**src/rtl/branch_predictor.sv**
```systemverilog
// branch_predictor: conditional-branch prediction and ID-stage resolution.
// Predicts B-type branches in IF (static not-taken, BTFN, or a table of
// saturating counters), raises redirect/flush on an ID-stage mispredict and
// trains the counter table.
// Optional feature macro: BP_STATS_EN adds branch / mispredict counters.
module branch_predictor #(
    parameter int unsigned XLEN      = 32,
    parameter int unsigned BHT_DEPTH = 64,
    parameter int unsigned CNT_W     = 2,
    parameter int unsigned MODE      = 2
) (
    input  logic            clk_i,
    input  logic            rst_i,
    // fetch-side lookup
    input  logic [XLEN-1:0] if_pc_i,
    input  logic [31:0]     if_instr_i,
    output logic            pred_taken_o,
    output logic [XLEN-1:0] pred_pc_o,
    // decode-side resolution
    input  logic            id_valid_i,
    input  logic            id_is_branch_i,
    input  logic [XLEN-1:0] id_pc_i,
    input  logic            id_taken_i,
    input  logic [XLEN-1:0] id_target_i,
    input  logic            id_pred_taken_i,
    output logic            redirect_o,
    output logic [XLEN-1:0] redirect_pc_o,
    output logic            flush_o
`ifdef BP_STATS_EN
    ,
    output logic [31:0]     stat_branches_o,
    output logic [31:0]     stat_mispred_o
`endif
);

    localparam int unsigned IDX_W      = (BHT_DEPTH > 1) ? $clog2(BHT_DEPTH) : 1;
    localparam logic [6:0]  OPC_BRANCH = 7'b1100011;
    localparam int unsigned SEXT_W     = XLEN - 13;

    // fetch-side decode
    logic            if_is_branch;
    logic [XLEN-1:0] b_imm;
    logic [XLEN-1:0] if_seq_pc;
    logic [XLEN-1:0] if_tgt_pc;
    logic            pred_raw;
    logic            cnt_msb;

    // resolve-side decode
    logic            id_resolve;
    logic            mis;
    logic [XLEN-1:0] id_seq_pc;

    // rs1/rs2/funct3 fields are irrelevant to prediction
    logic            unused_instr_bits;
    assign unused_instr_bits = ^if_instr_i[24:12];

    // B-type immediate decode, target and fall-through addresses
    always_comb begin
        if_is_branch = (if_instr_i[6:0] == OPC_BRANCH);
        b_imm        = {{SEXT_W{if_instr_i[31]}}, if_instr_i[31], if_instr_i[7],
                        if_instr_i[30:25], if_instr_i[11:8], 1'b0};
        if_seq_pc    = if_pc_i + XLEN'(4);
        if_tgt_pc    = if_pc_i + b_imm;
    end

    // direction source selected by MODE
    always_comb begin
        pred_raw = 1'b0;
        case (MODE)
            32'd1:   pred_raw = if_instr_i[31];
            32'd2:   pred_raw = cnt_msb;
            default: pred_raw = 1'b0;
        endcase
    end

    // prediction outputs, forced to fall-through while in reset
    always_comb begin
        pred_taken_o = rst_i & if_is_branch & pred_raw;
        pred_pc_o    = pred_taken_o ? if_tgt_pc : if_seq_pc;
    end

    // mispredict detection and corrected PC
    always_comb begin
        id_resolve    = id_valid_i & id_is_branch_i;
        mis           = id_resolve & (id_taken_i != id_pred_taken_i);
        id_seq_pc     = id_pc_i + XLEN'(4);
        redirect_o    = rst_i & mis;
        flush_o       = rst_i & mis;
        redirect_pc_o = id_taken_i ? id_target_i : id_seq_pc;
    end

    generate
        if (MODE == 2) begin : g_bht
            localparam logic [CNT_W-1:0] CNT_MAX  = {CNT_W{1'b1}};
            localparam logic [CNT_W-1:0] CNT_MIN  = {CNT_W{1'b0}};
            localparam logic [CNT_W-1:0] CNT_INIT = CNT_W'((1 << (CNT_W - 1)) - 1);

            logic [CNT_W-1:0] bht [BHT_DEPTH];
            logic [IDX_W-1:0] rd_idx;
            logic [IDX_W-1:0] wr_idx;
            logic [CNT_W-1:0] rd_cnt;

            // table indices from word-aligned PC bits; reads see pre-update state
            always_comb begin
                rd_idx  = if_pc_i[IDX_W+1:2];
                wr_idx  = id_pc_i[IDX_W+1:2];
                rd_cnt  = bht[rd_idx];
                cnt_msb = rd_cnt[CNT_W-1];
            end

            // counter table: weakly-not-taken on reset, saturating train on resolve
            always_ff @(posedge clk_i) begin
                if (!rst_i) begin
                    for (int i = 0; i < int'(BHT_DEPTH); i++) begin
                        bht[i] <= CNT_INIT;
                    end
                end else if (id_resolve) begin
                    if (id_taken_i) begin
                        if (bht[wr_idx] != CNT_MAX) begin
                            bht[wr_idx] <= bht[wr_idx] + CNT_W'(1);
                        end
                    end else begin
                        if (bht[wr_idx] != CNT_MIN) begin
                            bht[wr_idx] <= bht[wr_idx] - CNT_W'(1);
                        end
                    end
                end
            end
        end else begin : g_no_bht
            assign cnt_msb = 1'b0;
        end
    endgenerate

`ifdef BP_STATS_EN
    // saturating resolved-branch and mispredict counters
    always_ff @(posedge clk_i) begin
        if (!rst_i) begin
            stat_branches_o <= 32'd0;
            stat_mispred_o  <= 32'd0;
        end else begin
            if (id_resolve && (stat_branches_o != 32'hFFFF_FFFF)) begin
                stat_branches_o <= stat_branches_o + 32'd1;
            end
            if (mis && (stat_mispred_o != 32'hFFFF_FFFF)) begin
                stat_mispred_o <= stat_mispred_o + 32'd1;
            end
        end
    end
`endif

endmodule

```
**config.mk**
```make
export PLATFORM = sky130hd
export DESIGN_NAME = branch_predictor
export DESIGN_NICKNAME = d
export VERILOG_FILES = /design/src/rtl/branch_predictor.sv
export SDC_FILE = /design/constraint.sdc
export NUM_CORES = 1
export LEC_CHECK = 0
export ABC_CLOCK_PERIOD_IN_PS = 15100
export CAP_MARGIN = 10
export CORE_ASPECT_RATIO = 0.7
export CORE_UTILIZATION = 48
export CTS_BUF_LIST = sky130_fd_sc_hd__clkbuf_8
export DETAILED_ROUTE_END_ITERATION = 10
export PLACE_DENSITY = 0.74
export SETUP_SLACK_MARGIN = 0.1
export SLEW_MARGIN = 20
export SYNTH_ARGS = -nofsm -noshare
export SYNTH_HDL_FRONTEND = slang
export SYNTH_SLANG_ARGS = --single-unit
```
**constraint.sdc**
```tcl
create_clock -name clk_i -period 15.1 [get_ports clk_i]
set_clock_uncertainty 0.2 [all_clocks]
set_input_delay 3.775 -clock clk_i [delete_from_list [all_inputs] [get_ports clk_i]]
set_output_delay 3.775 -clock clk_i [all_outputs]
set_load 0.02 [all_outputs]
```
# --- Word-level counts from Yosys, hierarchy flattened ---
# Memory sizes are Yosys's and may differ from the RTL's.
# Cells that the tools add are included.
op_classes:
  n_div: 0
  reduce_logical: 2
  eq_ne: 3
  magnitude_cmp: 0
  bitwise_logic: 6
  multipliers: 0
  mux: 17
  shifts: 0
  addsub: 5
ops:
  columns: ["op", "count"]
  rows:
  - ["$add 32x3->32 const B", 2]
  - ["$mux 32", 2]
  - ["$add 32x32->32", 1]
  - ["$mux 1", 12]
  - ["$eq 7x7->1 const B", 1]
  - ["$mux 6", 1]
  - ["$and 1x1->1", 5]
  - ["$mux 2", 2]
  - ["$add 2x1->2 const B", 1]
  - ["$ne 2x2->1 const B", 1]
  - ["$reduce_bool 2->1", 1]
  - ["$reduce_or 2->1", 1]
  - ["$sub 2x1->2 const B", 1]
  - ["$ne 1x1->1", 1]
  - ["$or 1x1->1", 1]
totals:
  output_inout_bits: 67
  word_cells: 34
  mem_bits_rw: 128
  latchBits: 0
  mem_bits_ro: 0
  in_bits: 134
  mem_count: 1
  register_bits: 0
memory_table:
  columns: ["memory", "depth", "width", "read_ports", "rd_clocked_by_memory_dff", "write_ports", "line", "rtl"]
  rows:
  - ["g_bht.bht", 64, 2, 2, 0, 64, "98", "logic [CNT_W-1:0] bht [BHT_DEPTH];"]

# --- Longest topological paths before layout ---
# An unclocked memory read counts as a cell.
logic_depth:
  ltp_word: 10
  depth_mapped: 13
  depth_no_buf: 11

# --- Least setup slack after synthesis ---
# Ideal clock, no wire load.
synth_path:
  path_type: "in2out"
  from: "in if_pc_i[2]"
  to: "out pred_pc_o[31]"
  path_buffers: 2
  path_slack_ns: 4.754
  arrival_ns: 6.371
  required_time_ns: 11.125
  stages: 12
  cell_sequence: "buf_2 buf_2 inv_1 fa_1 nor2b_1 o31ai_1 a211oi_1 o21ai_0 a21oi_1 xor2_1 a21oi_1 xnor2_1"
synth_via:
  elab_chain_cells: 3
  elab_cells_between_ends: 5
  cone_classes: "add/sub (2); mux (1); bitwise (1); memory (1)"
synth_rtl:
  columns: ["element", "line", "rtl"]
  rows:
  - ["from (decl)", "15", "input logic [XLEN-1:0] if_pc_i,"]
  - ["branches (longest 2 deep; another with $add 32x3->32)", null, null]
  - ["$mux 32 (*)", "79", "pred_pc_o = pred_taken_o ? if_tgt_pc : if_seq_pc;"]
  - ["to (decl)", "18", "output logic [XLEN-1:0] pred_pc_o,"]
# Mark *: on every way between the ends.

# --- Worst setup path in the final report ---
# Same ends and word-level chain as after synthesis.

==> impl_metrics.tcl <==
set metrics [dict create \
    timing.rr.start "g_bht.bht[27][0]" \
    crit_required_ns 11.12 \
    drc_errors 0 \
    grt_antenna_before_repair 0 \
    drive_gt1_frac 0.162 \
    dieArea_um2 24300 \
    die_x_um 186 \
    worstPathMaxFanout 57 \
    rsz0062_at_grt "no" \
    first_pass_iters 6 \
    slew_viol_final 0 \
    grtUsageMet3 0.0812 \
    clk_pin_slew_ns 0.08 \
    diodes 0 \
    crit_type "in -> out" \
    root_buffer "clkbuf_8" \
    dp.cells 1530 \
    synth_flop_cell "edfxtp_1" \
    fp.coreArea_um2 22900 \
    synthesis.area_um2 11300 \
    max_flop_register "g_bht.bht" \
    total_power_uw 988 \
    ys_seq_area_frac 0.339 \
    cts_hold_buffers 0 \
    pre_cts_slack_ns 3.02 \
    r2r.worst_path.cells 9 \
    synth_edf_count 128 \
    ys_ff_latch 128 \
    post_synth_num_cell_types 83 \
    cts_resized 0 \
    holdCritPathClass "reg -> reg" \
    grtUsageTotal 0.280 \
    hp-start "g_bht.bht[34][1]" \
    grt_pass1_wl_um 52000 \
    grt_use_met1 0.398 \
    irDropWorstVdd_mv 0.0743 \
    cts_sinks 128 \
    cts_max_path_buffers 2 \
    viasPerCell 6.24 \
    max-cap-violations 0 \
    post_dp_cell_area_um2 12900 \
    grt_max_degree 67 \
    overflow 0 \
    async_flop_share 0 \
    finalHoldViolations 0 \
    p_leak_uw 0.00415 \
    cts_tree "done" \
    clock.fmax_mhz 84.9 \
    setup_ws_ns 3.32 \
    dpl.hpwl_um 23600 \
    syn-instance-count 1120 \
    run_status "finished, final reports clean" \
    met2_usage 0.421 \
    crit_path_end "pred_pc_o[31]" \
    rrSetupSlack_ns 10.98 \
    timing.slew.headroom 0.172 \
    area_delta_synth_final_pct 16.7 \
    worst_slew_pin_slew_ns 1.24 \
    std_cell_rows 46 \
    busiest_layer "met2" \
    post_cts_buffers 0 \
    htreeDepth 4 \
    dr.first_iter.drc_count 1208 \
    period_minus_slack_ns 11.78 \
    insertion_delay_ns 0.46 \
    largest_register_ffs 128 \
    arrival_ns 7.81 \
    period_share 0.780 \
    finalNonFillerCells 1562 \
    end_kind "output pin" \
    setup_viol 0 \
    syn-num-nets 1287 \
    powerDensity_nw_per_um2 74.7 \
    start_kind "input port" \
    fill_cells 2010 \
    syn_avg_cell_area_um2 10.1 \
    ys_warn_count 0 \
    postLayoutCellArea_um2 13200 \
    start_util 0.495 \
    routed_wl_um 34200 \
    grt_pass1_vias 9082 \
    dr_total_vias 9743 \
    place.gp.congestion 0.869 \
    worstSetupStartpoint "if_pc_i[2]" \
    tns_ns 0 \
    final_nets 1404 \
    num_io_pins 201 \
    reg_top3 "g_bht.bht: 128 flops" \
    io_buffer_count 185 \
    antenna_left 0 \
    routedWlPerCell_um 21.9 \
    numCtsBuffers 17 \
    die_y_um 131 \
    r2r_end "g_bht.bht[48][1]" \
]
## kinds of logic (layout without fill, tap and decap cells)
family | count (synthesis) | count (layout) | share of synthesized area
simple gates | 449 | 449 | 0.223
mux | 71 | 71 | 0.100
compound gates | 248 | 248 | 0.163
xor+xnor | 84 | 84 | 0.0649
buf+inv | 107 | 237 | 0.0726
flops | 128 | 128 | 0.339
fa+ha+maj | 33 | 33 | 0.0371
## layout by cell type, fill, tap and decap left out, types with 4 or more instances in the layout
master,n
nand2b_1,5
a21o_1,13
o21ai_0,61
o31ai_1,6
o21ai_1,14
nor3_1,26
edfxtp_1,128
inv_6,5
xor2_1,42
clkbuf_8,17
clkdlybuf4s50_1,179
a31oi_1,5
nand2_1,129
buf_2,4
a22oi_1,8
mux4_2,29
o31ai_2,46
nand3_1,91
nor2b_1,12
nor2_1,57
inv_1,8
xnor2_1,42
nor4_1,13
clkinv_2,4
buf_4,13
mux2_2,18
and3_1,23
nor4_2,38
ha_1,32
mux2i_1,20
a21oi_1,44
nand4_1,12
and2_1,10
a221oi_1,7
and4_1,6
## how the worst min path moves through the flow
stage	endpoint	slack, ns	cells past startpoint
2_1_floorplan	g_bht.bht[47][0]	0.79	6
3_3_place_gp	g_bht.bht[44][0]	1.00	7
3_5_place_dp	g_bht.bht[52][0]	1.02	7
4_1_cts	g_bht.bht[55][0]	1.04	7
5_1_grt	g_bht.bht[41][0]	1.11	7
6_report	g_bht.bht[50][0]	1.05	7
## layer usage
| metal | vias up | wire length (um) |
|---|---|---|
| met3 | 58 | 4030 |
| li1 | 4512 | - |
| met4 | 0 | 639 |
| met5 | - | 0 |
| met1 | 4614 | 14500 |
| met2 | 559 | 15000 |
## cells in the mapped netlist, drive strengths merged (6+ instances only)
cell type / instances / share of area
edfxtp: 128 / 0.34
nor4: 53 / 0.053
xnor2: 42 / 0.032
mux2: 20 / 0.020
nand3: 91 / 0.040
a21o: 13 / 0.0086
nand4: 12 / 0.0066
and3: 24 / 0.013
buf: 59 / 0.046
nand2: 129 / 0.043
mux4: 31 / 0.062
dlygate4sd3: 19 / 0.017
nor2b: 12 / 0.0066
inv: 9 / 0.0030
ha: 32 / 0.035
xor2: 42 / 0.032
o31ai: 52 / 0.055
and2: 11 / 0.0061
and4: 6 / 0.0046
o21ai: 75 / 0.033
nor3b: 6 / 0.0053
mux2i: 20 / 0.018
a22oi: 9 / 0.0064
a221oi: 8 / 0.0067
nor2: 58 / 0.019
nor3: 27 / 0.012
a21oi: 46 / 0.021
clkbuf: 20 / 0.0066
## power breakdown
group,leakage [uW],switching (uW),internal [uW]
logic,0.00285,183,118
clock network,0.000183,156,132
registers,0.00111,4.50,396
## worst max-delay path, stage by stage
cell	delay, ns
clkdlybuf4s50_1	0.46
buf_4	0.40
mux4_2	0.63
mux4_2	0.50
mux2i_1	0.16
nor2_1	0.05
o21a_2	0.55
nor3_1	0.30
a21oi_1	0.08
xnor2_1	0.21
clkdlybuf4s50_1	0.62
## cell type report
type | count | area [um^2] | area share
clock buffer | 17 | 234 | 0.0177
inverter | 9 | 33.8 | 0.00255
tap | 312 | 390 | 0.0295
multi-input combinational | 885 | 6690 | 0.505
sequential | 128 | 3840 | 0.290
clock inverter | 15 | 134 | 0.0101
timing repair buffer | 196 | 1910 | 0.144
## through the flow
stage,hold slack (ns),utilization
finish,1.05,0.578
global route,1.11,0.578
CTS,1.04,0.578
detailed placement,1.02,0.562
global placement,1.00,0.562
floorplan,0.793,-
No activity file was read; power rests on OpenSTA's default activity.
